`config.mk`:
```
export PLATFORM = sky130hd
export DESIGN_NAME = minmax_buf
export DESIGN_NICKNAME = d
export VERILOG_FILES = /design/src/rtl/minmax_pkg.sv /design/src/rtl/sel_minmax.sv /design/src/rtl/minmax_buf.sv
export SDC_FILE = /design/constraint.sdc
export NUM_CORES = 1
export LEC_CHECK = 0
export CAP_MARGIN = 15
export CORE_UTILIZATION = 25
export CTS_BUF_LIST = sky130_fd_sc_hd__clkbuf_8
export DETAILED_ROUTE_END_ITERATION = 8
export DONT_BUFFER_PORTS = 1
export HOLD_SLACK_MARGIN = 0.06
export PLACE_DENSITY = 0.47
export SLEW_MARGIN = 5
export SYNTH_ARGS = -nofsm -noshare
export SYNTH_HDL_FRONTEND = slang
export SYNTH_SLANG_ARGS = --single-unit
```
`constraint.sdc`:
```
create_clock -name clk -period 46 [get_ports clk]
set_input_delay 9.2 -clock clk [delete_from_list [all_inputs] [get_ports clk]]
set_output_delay 9.2 -clock clk [all_outputs]
set_load 0.02 [all_outputs]
```
`src/rtl/minmax_pkg.sv`:
```
// rtl/minmax_pkg.sv - select constants and helper functions for minmax_buf
// Purpose: `High/`Low polarity selects, priority-key width, lowest-free-slot encoder.
// Ports: none (package).
// Optional feature macro used by the bundle: MINMAX_BUF_FLUSH_EN.
`ifndef High
`define High 1'b1
`endif
`ifndef Low
`define Low 1'b0
`endif

package minmax_pkg;

    localparam bit SEL_HIGH  = `High;
    localparam bit SEL_LOW   = `Low;
    // Widest slot vector the free-slot encoder handles; callers pad unused bits with 1.
    localparam int MAX_SLOTS = 64;

    // Key is {valid-flag, data}: one extra bit on top of the entry data.
    function automatic int key_width(input int data_w);
        return data_w + 1;
    endfunction

    // Index of the lowest clear bit; MAX_SLOTS when every bit is set.
    function automatic int lowest_free(input logic [MAX_SLOTS-1:0] valid_vec);
        int slot;
        slot = MAX_SLOTS;
        for (int i = MAX_SLOTS - 1; i >= 0; i--) begin
            if (!valid_vec[i]) begin
                slot = i;
            end
        end
        return slot;
    endfunction

endpackage

```
`src/rtl/sel_minmax.sv`:
```
// rtl/sel_minmax.sv - combinational pick of the largest or smallest of IN packed values
// Purpose: scans IN values of width DATA, returns the extreme value and its index.
//   Direction is maximum when MINMAX_ equals ACT, minimum otherwise.
// Ports:
//   in       IN*DATA  packed values, element i at [i*DATA +: DATA]
//   out      DATA     winning value
//   out_idx  IW       index of the winning element (lowest index on ties)
module sel_minmax
    import minmax_pkg::*;
#(
    parameter bit MINMAX_ = SEL_HIGH,
    parameter int IN      = 8,
    parameter int DATA    = 9,
    parameter bit ACT     = SEL_HIGH,
    parameter int IW      = (IN > 1) ? $clog2(IN) : 1
) (
    input  logic [IN*DATA-1:0] in,
    output logic [DATA-1:0]    out,
    output logic [IW-1:0]      out_idx
);

    localparam bit PICK_MAX = (MINMAX_ == ACT);

    // Linear scan; strict compare keeps the earliest index on equal values.
    always_comb begin
        out     = in[DATA-1:0];
        out_idx = '0;
        for (int i = 1; i < IN; i++) begin
            if (PICK_MAX ? (in[i*DATA +: DATA] > out) : (in[i*DATA +: DATA] < out)) begin
                out     = in[i*DATA +: DATA];
                out_idx = IW'(i);
            end
        end
    end

endmodule

```
`src/rtl/minmax_buf.sv`:
```
// rtl/minmax_buf.sv - DEPTH-slot buffer that always offers its largest (`High) or smallest (`Low) entry
// Purpose: pushes fill the lowest free slot; consumer pops the current extreme entry.
//   Optional flush port enabled by macro MINMAX_BUF_FLUSH_EN.
// Ports:
//   clk, reset          clock, synchronous active-high reset
//   in_valid/in_data    push request and data; in_ready = !full
//   out_valid/out_data  current extreme entry; out_idx = its slot; out_ready = pop
//   count, full, empty  occupancy
//   flush               (MINMAX_BUF_FLUSH_EN only) drop all entries
module minmax_buf
    import minmax_pkg::*;
#(
    parameter bit MINMAX_ = SEL_HIGH,
    parameter int DEPTH   = 8,
    parameter int DATA    = 8,
    parameter int IDX     = $clog2(DEPTH),
    parameter int CNT     = $clog2(DEPTH + 1)
) (
    input  logic            clk,
    input  logic            reset,
    input  logic            in_valid,
    input  logic [DATA-1:0] in_data,
    output logic            in_ready,
    output logic            out_valid,
    output logic [DATA-1:0] out_data,
    output logic [IDX-1:0]  out_idx,
    input  logic            out_ready,
`ifdef MINMAX_BUF_FLUSH_EN
    input  logic            flush,
`endif
    output logic [CNT-1:0]  count,
    output logic            full,
    output logic            empty
);

    localparam int KW = key_width(DATA);

    logic [DEPTH-1:0]     valid;
    logic [DATA-1:0]      data [DEPTH];
    logic [DEPTH*KW-1:0]  key_vec;
    logic [KW-1:0]        sel_key;
    logic                 key_msb_unused;
    logic [MAX_SLOTS-1:0] valid_pad;
    logic [IDX-1:0]       free_idx;
    logic                 push;
    logic                 pop;

    assign full      = (count == CNT'(DEPTH));
    assign empty     = (count == '0);
    assign in_ready  = !full;
    assign out_valid = !empty;
    assign push      = in_valid && in_ready;
    assign pop       = out_valid && out_ready;

    // Slots beyond DEPTH are presented as occupied so they are never chosen.
    always_comb begin
        valid_pad              = '1;
        valid_pad[DEPTH-1:0]   = valid;
    end
    assign free_idx = IDX'(lowest_free(valid_pad));

    // The flag bit makes invalid slots lose: 0 under max, 1 under min.
    always_comb begin
        key_vec = '0;
        for (int i = 0; i < DEPTH; i++) begin
            key_vec[i*KW +: KW] = MINMAX_ ? {valid[i], data[i]} : {~valid[i], data[i]};
        end
    end

    sel_minmax #(
        .MINMAX_ (MINMAX_),
        .IN      (DEPTH),
        .DATA    (KW),
        .ACT     (SEL_HIGH),
        .IW      (IDX)
    ) u_sel (
        .in      (key_vec),
        .out     (sel_key),
        .out_idx (out_idx)
    );

    assign out_data       = sel_key[DATA-1:0];
    assign key_msb_unused = sel_key[KW-1];

    // A popped slot is valid pre-edge, so it never collides with free_idx.
    always_ff @(posedge clk) begin
        if (reset) begin
            valid <= '0;
            count <= '0;
        end
`ifdef MINMAX_BUF_FLUSH_EN
        else if (flush) begin
            valid <= '0;
            count <= '0;
        end
`endif
        else begin
            if (pop) begin
                valid[out_idx] <= 1'b0;
            end
            if (push) begin
                valid[free_idx] <= 1'b1;
            end
            count <= count + CNT'(push) - CNT'(pop);
        end
    end

    // Entry data is not reset; a slot's contents matter only while it is valid.
    always_ff @(posedge clk) begin
        if (push) begin
            data[free_idx] <= in_data;
        end
    end

endmodule
```
==> results.md, run 1 <==
- Fin Clk Skew: ~0.013 ns
- Async SR Flop Fraction: 0%
- GR Overflow Total: 0
- Die width: ~150 um
- DRC Markers: 0
- Synth warn: 0
- Worst Hold Class: flip-flop to flip-flop
- Final Wtd Congestion: around 0.85
- DR iter-0 viols: roughly 310
- Core Area: between 20,000 and 25,000 um^2
- CP Launch Type: flip-flop
- CP max FO: 16
- Initial Util: 25.90%
- Hold Fails Final Rpt: 0
- N_diodes: 0
- Area grow syn2layout: 9.442%
- Synth cell count leaders: ha_1, edfxtp_1, inv_1
- # nets final: roughly 620
- CTS Root Cell: clkbuf_8
- Hold Worst Slack: 0.5567 ns
- FILL cells: 2,168
- Mapped Cells: roughly 540
- Number of library cell types mapped by synthesis: between 70 and 80
- DIE AREA: around 23,000 um^2
- Top cell type's share of synthesized area: 34.86%
- H-tree levels: 3
- Register area share after synthesis: 39.22%
- Most common cell on crit path: o21a_1
- Worst Setup Slack, final: 20.23 ns
- CTS tree: built
- Antenna-violating nets left: 0
- Clk_lat worst skew: about 0.38 ns
- # setup viols final: 0
- Worst Setup Path Type: flip-flop to primary output
- Post-CTS setup buffer count: 0
- Synthesized Nets: 620
- Nature of the critical path endpoint: primary output
- TritonCTS Buffers: 9
- # resized after CTS: 0
- Outcome: completed
- Worst slew pin tran: 0.9270 ns
- Max stage delay on crit path: 0.72 ns
- Final wirelength: 14.80 mm
- Synth Flop Type: edfxtp_1
- Share of cells above drive strength 1: 10.73%
- RSZ-0062 raised after global routing: no
- Average size of a mapped cell: between 10 and 15 um^2
- # IOs: 31
- Post-synthesis cell area: about 5500 um^2
- # hold bufs at CTS: 0
- Vias in the first global route: 4,040
- Routed WL per cell: about 18 um
- Max cap viols: 0
- Detailed placement HPWL: 11.37 mm
- Row count: 53
- Setup WS pre-CTS: roughly 21 ns
- Cell taking the most area after synthesis: edfxtp_1
- Post-synth EDFFs: 64
- Largest net degree at the start of global routing: 17
- Worst-path clk slew: 0.09 ns
- Setup TNS: 0 ns
- Slowest cell on crit path: nor2_1
- Max transition margin: ~38%
- Fin area: between 6000 and 7000 um^2
- Drt first pass iters: 5
- Fin crit period: roughly 26 ns
- Vias: 4,132
- Most common cell in the netlist: ha_1
- Critical path data arrival time: ~17 ns
- FF-to-FF setup slack: approximately 30 ns
- CTS max path bufs: 2
- First-pass GRT wire length: approximately 23 mm
- Cell Area, Placed: 5817 um^2
- Num Clock Sinks: 76
- Synthesis-stage register bit count: 76
- Fin crit share: 56.02%
- PortBufs: 0
- Worst path required time: between 30 and 40 ns
- Die height: between 150 and 200 um
- Via density: approximately 5
- Top cells by area, synth: edfxtp_1, ha_1, dfxtp_1
- Total GRT Usage: 13.70%
- Fmax: approximately 39 MHz
- Initial antenna violation count: 0
- Fin. max-slew vios: 0
[cell usage in the layout (no fill, tap or decap), types with 10 or more instances in the layout]
master / instances
dfxtp_1: 12
o21ai_0: 31
nand4_1: 10
ha_1: 66
nor2_1: 36
inv_1: 58
a21oi_1: 31
o21a_1: 20
mux2i_1: 10
a21o_1: 15
edfxtp_1: 64
nand2_1: 42
nand3_1: 14
[metrics by stage]
step	util, %	std cells
after floorplan	-	541
after global placement	27.33	809
after CTS	28.34	825
final	28.34	825
after global routing	28.34	825
after detailed placement	27.33	809
[flip-flops by register name (all words and copies together), names as in the netlist]
| signal | flops |
|---|---|
| data | 64 |
| count | 4 |
| valid | 8 |
[final timing paths]
check           start          end  depth (start not counted)
min          valid[6]     valid[6]                          2
max reg2reg  valid[0]     valid[1]                         71
max          valid[0]  out_data[6]                         71
min reg2reg  valid[6]     valid[6]                          2
[cells by family (layout without fill, tap and decap cells)]
group,Yosys count,after routing,share of synthesized area [%]
adder cells (fa/ha/maj),67,67,15.34
flip-flops,76,76,39.22
buffers and inverters,68,77,5.084
XOR/XNOR,3,3,0.4767
AO/OA/AOI/OAI,163,163,23.06
AND/OR/NAND/NOR,146,146,13.23
multiplexers,18,18,3.586
[routing by layer]
metal | track usage, % | up-vias | wire [um]
met5 | 0 | - | 0
met4 | 5.556 | 0 | 401
met3 | 3.212 | 24 | 772
met2 | 21.24 | 103 | 6630
met1 | 18.22 | 1977 | 6998
li1 | - | 2028 | -
[critical path, delay by kind of cell (launching register included)]
| family | cells | cell delay, ns |
|---|---|---|
| simple gates | 16 | 3.45 |
| fa+ha+maj | 7 | 1.80 |
| flops | 1 | 0.39 |
| mux | 3 | 1.25 |
| buf+inv | 6 | 0.91 |
| compound gates | 39 | 8.36 |
[cell type report]
cell class / instances / area [um^2] / area share [%]
Timing Repair Buffer: 3 / 22.52 / 0.3733
Sequential cell: 76 / 2162 / 35.84
Clock inverter: 7 / 92.59 / 1.535
Tap cell: 275 / 344.1 / 5.703
Clock buffer: 9 / 123.9 / 2.053
Inverter: 58 / 217.7 / 3.608
Multi-Input combinational cell: 397 / 3070 / 50.89
Power of run 1 is not shown: default switching activity piles up to over one toggle a cycle in this logic, so the estimate is an artifact.
==> run 2: changes to the inputs <==
==> constraint.sdc (replaced) <==
create_clock -name clk -period 26 [get_ports clk]
set_input_delay 5.2 -clock clk [delete_from_list [all_inputs] [get_ports clk]]
set_output_delay 5.2 -clock clk [all_outputs]
set_load 0.02 [all_outputs]
==> results.md, run 2 (synthesized netlist as in run 1, its figures left out) <==
- Fin crit period: ~21 ns
- Num Clock Sinks: 76 (unchanged)
- Total GRT Usage: 13.75% (+0.045 points)
- Worst path required time: 20.80 ns (-16.00 ns)
- Hold path cells: 2 (unchanged)
- Area grow syn2layout: 8.988%
- Worst Hold Class: flip-flop to flip-flop
- Detailed placement HPWL: 11.26 mm (-0.94%)
- Die width: 150.5 um (unchanged)
- Worst R2R Path Depth: 70 (-1.4%)
- Die height: 150.5 um (unchanged)
- Max transition margin: 39.50% (+1.5 points)
- Worst Hold Endpoint: valid[6]
- Vias in the first global route: 4,113 (+1.8%)
- Vias: 4,166 (+0.82%)
- Antenna-violating nets left: 0 (unchanged)
- Row count: 53 (unchanged)
- Critical path data arrival time: 16.10 ns (-0.47 ns)
- Worst-path clk slew: 0.08 ns (about the same)
- # resized after CTS: 0 (unchanged)
- Initial antenna violation count: 0 (unchanged)
- Fin Clk Skew: 0.004627 ns (-0.008349 ns)
- Core Area: 21,290 um^2 (unchanged)
- Max cap viols: 0 (unchanged)
- Outcome: completed
- Most common cell after layout, fill and taps aside: ha_1
- Nature of the critical path endpoint: primary output
- Hold path start: valid[6]
- Final Wtd Congestion: 0.8917 (+4.5%)
- Fmax: 46.94 MHz
- Reg2Reg Capture Point: valid[3]
- CP Launch Type: flip-flop
- Fin. max-slew vios: 0 (unchanged)
- Register with the most flip-flops: data
- # hold bufs at CTS: 0 (unchanged)
- Clk_lat worst skew: 0.38 ns (about the same)
- First-pass GRT wire length: 22.93 mm (+0.24%)
- N_diodes: 0 (unchanged)
- Biggest regs: data (64), valid (8), count (4)
- Largest net degree at the start of global routing: 17 (unchanged)
- Worst Setup Path Type: flip-flop to primary output
- CTS max path bufs: 2 (unchanged)
- FF-to-FF Start: valid[0]
- Hold Fails Final Rpt: 0 (unchanged)
- Max reg flops: 64 (unchanged)
- # IOs: 31 (unchanged)
- PortBufs: 0 (unchanged)
- Routed WL per cell: 17.87 um (-0.40%)
- Slowest cell on crit path: nor2_1
- Post-CTS setup buffer count: 0 (unchanged)
- H-tree levels: 3 (unchanged)
- Max stage delay on crit path: 0.62 ns (-0.10 ns)
- Initial Util: 25.90% (unchanged)
- Most common cell on crit path: o21a_1
- DR iter-0 viols: 193 (-37%)
- GR Overflow Total: 0 (unchanged)
- # setup viols final: 0 (unchanged)
- # nets final: 624 (unchanged)
- RSZ-0062 raised after global routing: no
- DIE AREA: 22,650 um^2 (unchanged)
- Drt first pass iters: 4 (-1)
- FILL cells: 2,195 (+1.2%)
- TritonCTS Buffers: 9 (unchanged)
- CTS Root Cell: clkbuf_8
- CP max FO: 16 (unchanged)
- Via density: 5.050 (+0.82%)
- FF-to-FF setup slack: 10.08 ns (-19.59 ns)
- Share of cells above drive strength 1: 10.55% (-0.18 points)
- Fin crit share: between 80 and 90%
- Worst slew pin tran: 0.8998 ns (-0.02725 ns)
- Setup TNS: 0 ns (unchanged)
- Most frequent cells in the layout: ha_1, edfxtp_1, inv_1
- DRC Markers: 0 (unchanged)
- Final wirelength: 14.74 mm (-0.40%)
- CTS tree: built
-- run 2: changes by cell type in the layout (fill, tap and decap cells not counted), sizes merged --
cell,delta
inv,+3
clkinv,-1
bufinv,-1
clkinvlp,-1
-- run 2: through the flow --
step	hold slack (ns)	instance area [um^2]	worst slack (ns)	cells	utilization (%)
4_1_cts	0.5581	6008	4.799	825	28.23
5_1_grt	0.6103	6008	3.449	825	28.23
2_1_floorplan	0.5069	5513	6.753	541	-
6_report	0.5567	6008	4.695	825	28.23
3_5_place_dp	0.5413	5817	5.245	809	27.33
3_3_place_gp	0.5436	5817	5.624	809	27.33
-- run 2: layout make-up --
type / count / area (um^2) / share of cell area, %
clock inverter: 7 / 67.56 / 1.125
inverter: 58 / 217.7 / 3.623
clock buffer: 9 / 123.9 / 2.062
timing repair buffer: 3 / 22.52 / 0.3748
multi-input combinational: 397 / 3070 / 51.10
sequential: 76 / 2162 / 35.98
tap: 275 / 344.1 / 5.727
-- run 2: worst max path at each step --
stage / startpoint / end / slack, ns
after floorplan: valid[0] / out_data[0] / 6.75
after global placement: valid[0] / out_data[6] / 5.62
after detailed placement: valid[0] / out_data[5] / 5.25
after CTS: valid[0] / out_data[5] / 4.80
after global routing: valid[0] / out_data[6] / 3.45
final: valid[0] / out_data[5] / 4.70
-- run 2: layer usage --
metal	global-route usage (%)	share of wire [%]	wire (um)
met1	17.62	47	6938
met2	21.84	45	6698
met3	3.091	4.9	722
met4	6.414	2.6	385
met5	0	0	0
-- run 2: critical path, delay by kind of cell (launching register included) --
kind | cells | cell delay, ns
compound gates | 36 | 7.97
fa+ha+maj | 7 | 2.05
buf+inv | 5 | 0.57
flops | 1 | 0.39
mux | 2 | 0.81
simple gates | 20 | 3.87
Power of run 2 is left out for the same reason.
==> run 3: changes to the inputs <==
--- a/config.mk
+++ b/config.mk
@@ -11,7 +11,7 @@
 export DETAILED_ROUTE_END_ITERATION = 8
 export DONT_BUFFER_PORTS = 1
 export HOLD_SLACK_MARGIN = 0.06
-export PLACE_DENSITY = 0.47
+export PLACE_DENSITY = 0.49
 export SLEW_MARGIN = 5
 export SYNTH_ARGS = -nofsm -noshare
 export SYNTH_HDL_FRONTEND = slang
==> constraint.sdc (replaced) <==
create_clock -name clk -period 18.29 [get_ports clk]
set_input_delay 3.658 -clock clk [delete_from_list [all_inputs] [get_ports clk]]
set_output_delay 3.658 -clock clk [all_outputs]
set_load 0.02 [all_outputs]
==> results.md, run 3 (synthesized netlist as in run 1, its figures left out) <==
- Outcome: completed
- Nature of the critical path endpoint: primary output
- Vias: 4,334 (+4.0%)
- Share of cells above drive strength 1: 20.79% (+10 points)
- Register with the most flip-flops: data
- CTS Root Cell: clkbuf_8
- Levels on crit path: 71 (+1.4%)
- Fin Clk Skew: 0.01087 ns (+0.006239 ns)
- Worst R2R Path Depth: 72 (+2.9%)
- Routed WL per cell: 17.69 um (-1.0%)
- Max transition margin: 37.28% (-2.2 points)
- Buf/Inv on CP: 8 (+3)
- Critical path data arrival time: 13.97 ns (-2.13 ns)
- Detailed placement HPWL: 11.41 mm (+1.3%)
- Max stage delay on crit path: 0.41 ns (-0.21 ns)
- Die height: 150.5 um (unchanged)
- # nets final: 656 (+5.1%)
- Fin crit period: roughly 18 ns
- Fmax: approximately 57 MHz
- Most common cell after layout, fill and taps aside: ha_1
- Fin crit share: a little over nine tenths
- TritonCTS Buffers: 9 (unchanged)
- Worst Setup Path Type: flip-flop to primary output
- DR iter-0 viols: 250 (+30%)
- Via density: 5.057 (+0.15%)
- Worst path required time: 14.63 ns (-6.17 ns)
- GR Overflow Total: 0 (unchanged)
- Reg2Reg Capture Point: valid[1]
- Drt first pass iters: 5 (+1)
- CP delay by family, top: compound AO/OA/AOI/OAI gates
- DIE AREA: 22,650 um^2 (unchanged)
- Most common cell on crit path: o21a_1
- Fin. max-slew vios: 0 (unchanged)
- FF-to-FF Start: valid[0]
- CTS tree: built
- Initial Util: 25.90% (unchanged)
- Worst slew pin tran: 0.9373 ns (+0.03749 ns)
- Row count: 53 (unchanged)
- Clk_lat worst skew: 0.37 ns (about the same)
- Worst-path clk slew: 0.09 ns (about the same)
- Largest net degree at the start of global routing: 17 (unchanged)
- Vias in the first global route: 4,128 (+0.36%)
- Final Wtd Congestion: 0.8659 (-2.9%)
- CTS max path bufs: 2 (unchanged)
- CP Capture Point: out_idx[2]
- Most frequent cells in the layout: ha_1, edfxtp_1, inv_1
- Num Clock Sinks: 76 (unchanged)
- FF-to-FF setup slack: 4.31 ns (-5.77 ns)
- CP max FO: 14 (-2)
- CP Launch Type: flip-flop
- FILL cells: 2,123 (-3.3%)
- Slowest cell on crit path: mux2_2
- Worst Hold Class: flip-flop to flip-flop
- N_diodes: 0 (unchanged)
- Core Area: 21,290 um^2 (unchanged)
- # hold bufs at CTS: 0 (unchanged)
- Hold Fails Final Rpt: 0 (unchanged)
- Setup TNS: 0 ns (unchanged)
- Max cap viols: 0 (unchanged)
- PortBufs: 0 (unchanged)
- Critical Path Start: valid[0]
- Total GRT Usage: 13.52% (-0.23 points)
- First-pass GRT wire length: 22.78 mm (-0.66%)
- Area grow syn2layout: 17.00%
- Final wirelength: 15.16 mm (+2.8%)
- Die width: 150.5 um (unchanged)
- DRC Markers: 0 (unchanged)
- # IOs: 31 (unchanged)
- H-tree levels: 3 (unchanged)
- Antenna-violating nets left: 0 (unchanged)
- Initial antenna violation count: 0 (unchanged)
- # setup viols final: 0 (unchanged)
- Max reg flops: 64 (unchanged)
- Biggest regs: data (64), valid (8), count (4)
==> run 3: cell types whose count changed in the layout (fill, tap and decap cells not counted), moves of 6 or more <==
cell,delta
buf_4,+31
a21oi_1,-7
mux2i_1,-7
o21ai_2,+6
o21ai_0,-11
a21oi_2,+6
==> run 3: stage by stage <==
stage          std cells  utilization, %  instance area (um^2)  worst slack (ns)  hold slack, ns
2_1_floorplan        541               -                  5513            0.5847          0.5069
3_3_place_gp         814           27.50                  5854            0.1107          0.5449
3_5_place_dp         814           27.50                  5854           -0.1187          0.5382
4_1_cts              830           28.69                  6107          0.001738          0.5558
5_1_grt              857           30.30                  6450          -0.07422          0.5781
6_report             857           30.30                  6450            0.6665          0.5570
==> run 3: worst min path at each step <==
stage                   from       end  slack, ns  cells after the start
finish              valid[6]  valid[6]       0.56                      2
global route        valid[0]  valid[0]       0.58                      2
CTS                 valid[6]  valid[6]       0.56                      2
detailed placement  valid[6]  valid[6]       0.54                      2
global placement    valid[6]  valid[6]       0.54                      2
floorplan           valid[6]  valid[6]       0.51                      2
==> run 3: layer usage <==
layer,global-route usage [%],share of wire (%),up-vias
met5,0,0,-
met2,21.29,46,127
li1,-,-,2097
met3,3.273,5.8,33
met1,17.48,45,2077
met4,5.909,3.2,0
==> run 3: what timing repair did <==
item	in CTS	in global routing
buffers inserted	0	27
hold endpoints to repair	0	0
resized for setup	14	38
setup endpoints to repair	11	11
pin swaps	0	4
==> run 3: worst min-delay path, cell delays in order (launching register included) <==
cell and delay [ns]:
dfxtp_1 0.35, a21oi_1 0.13, nor2_1 0.04
==> run 3: area by class of cell <==
type	instances	area, um^2	share of cell area [%]
Tap cell	275	344.1	5.335
Timing Repair Buffer	35	266.5	4.132
Sequential cell	76	2163	33.54
Multi-Input combinational cell	397	3239	50.22
Clock buffer	9	123.9	1.920
Inverter	58	220.2	3.414
Clock inverter	7	92.59	1.435
Power of run 3 is left out for the same reason.
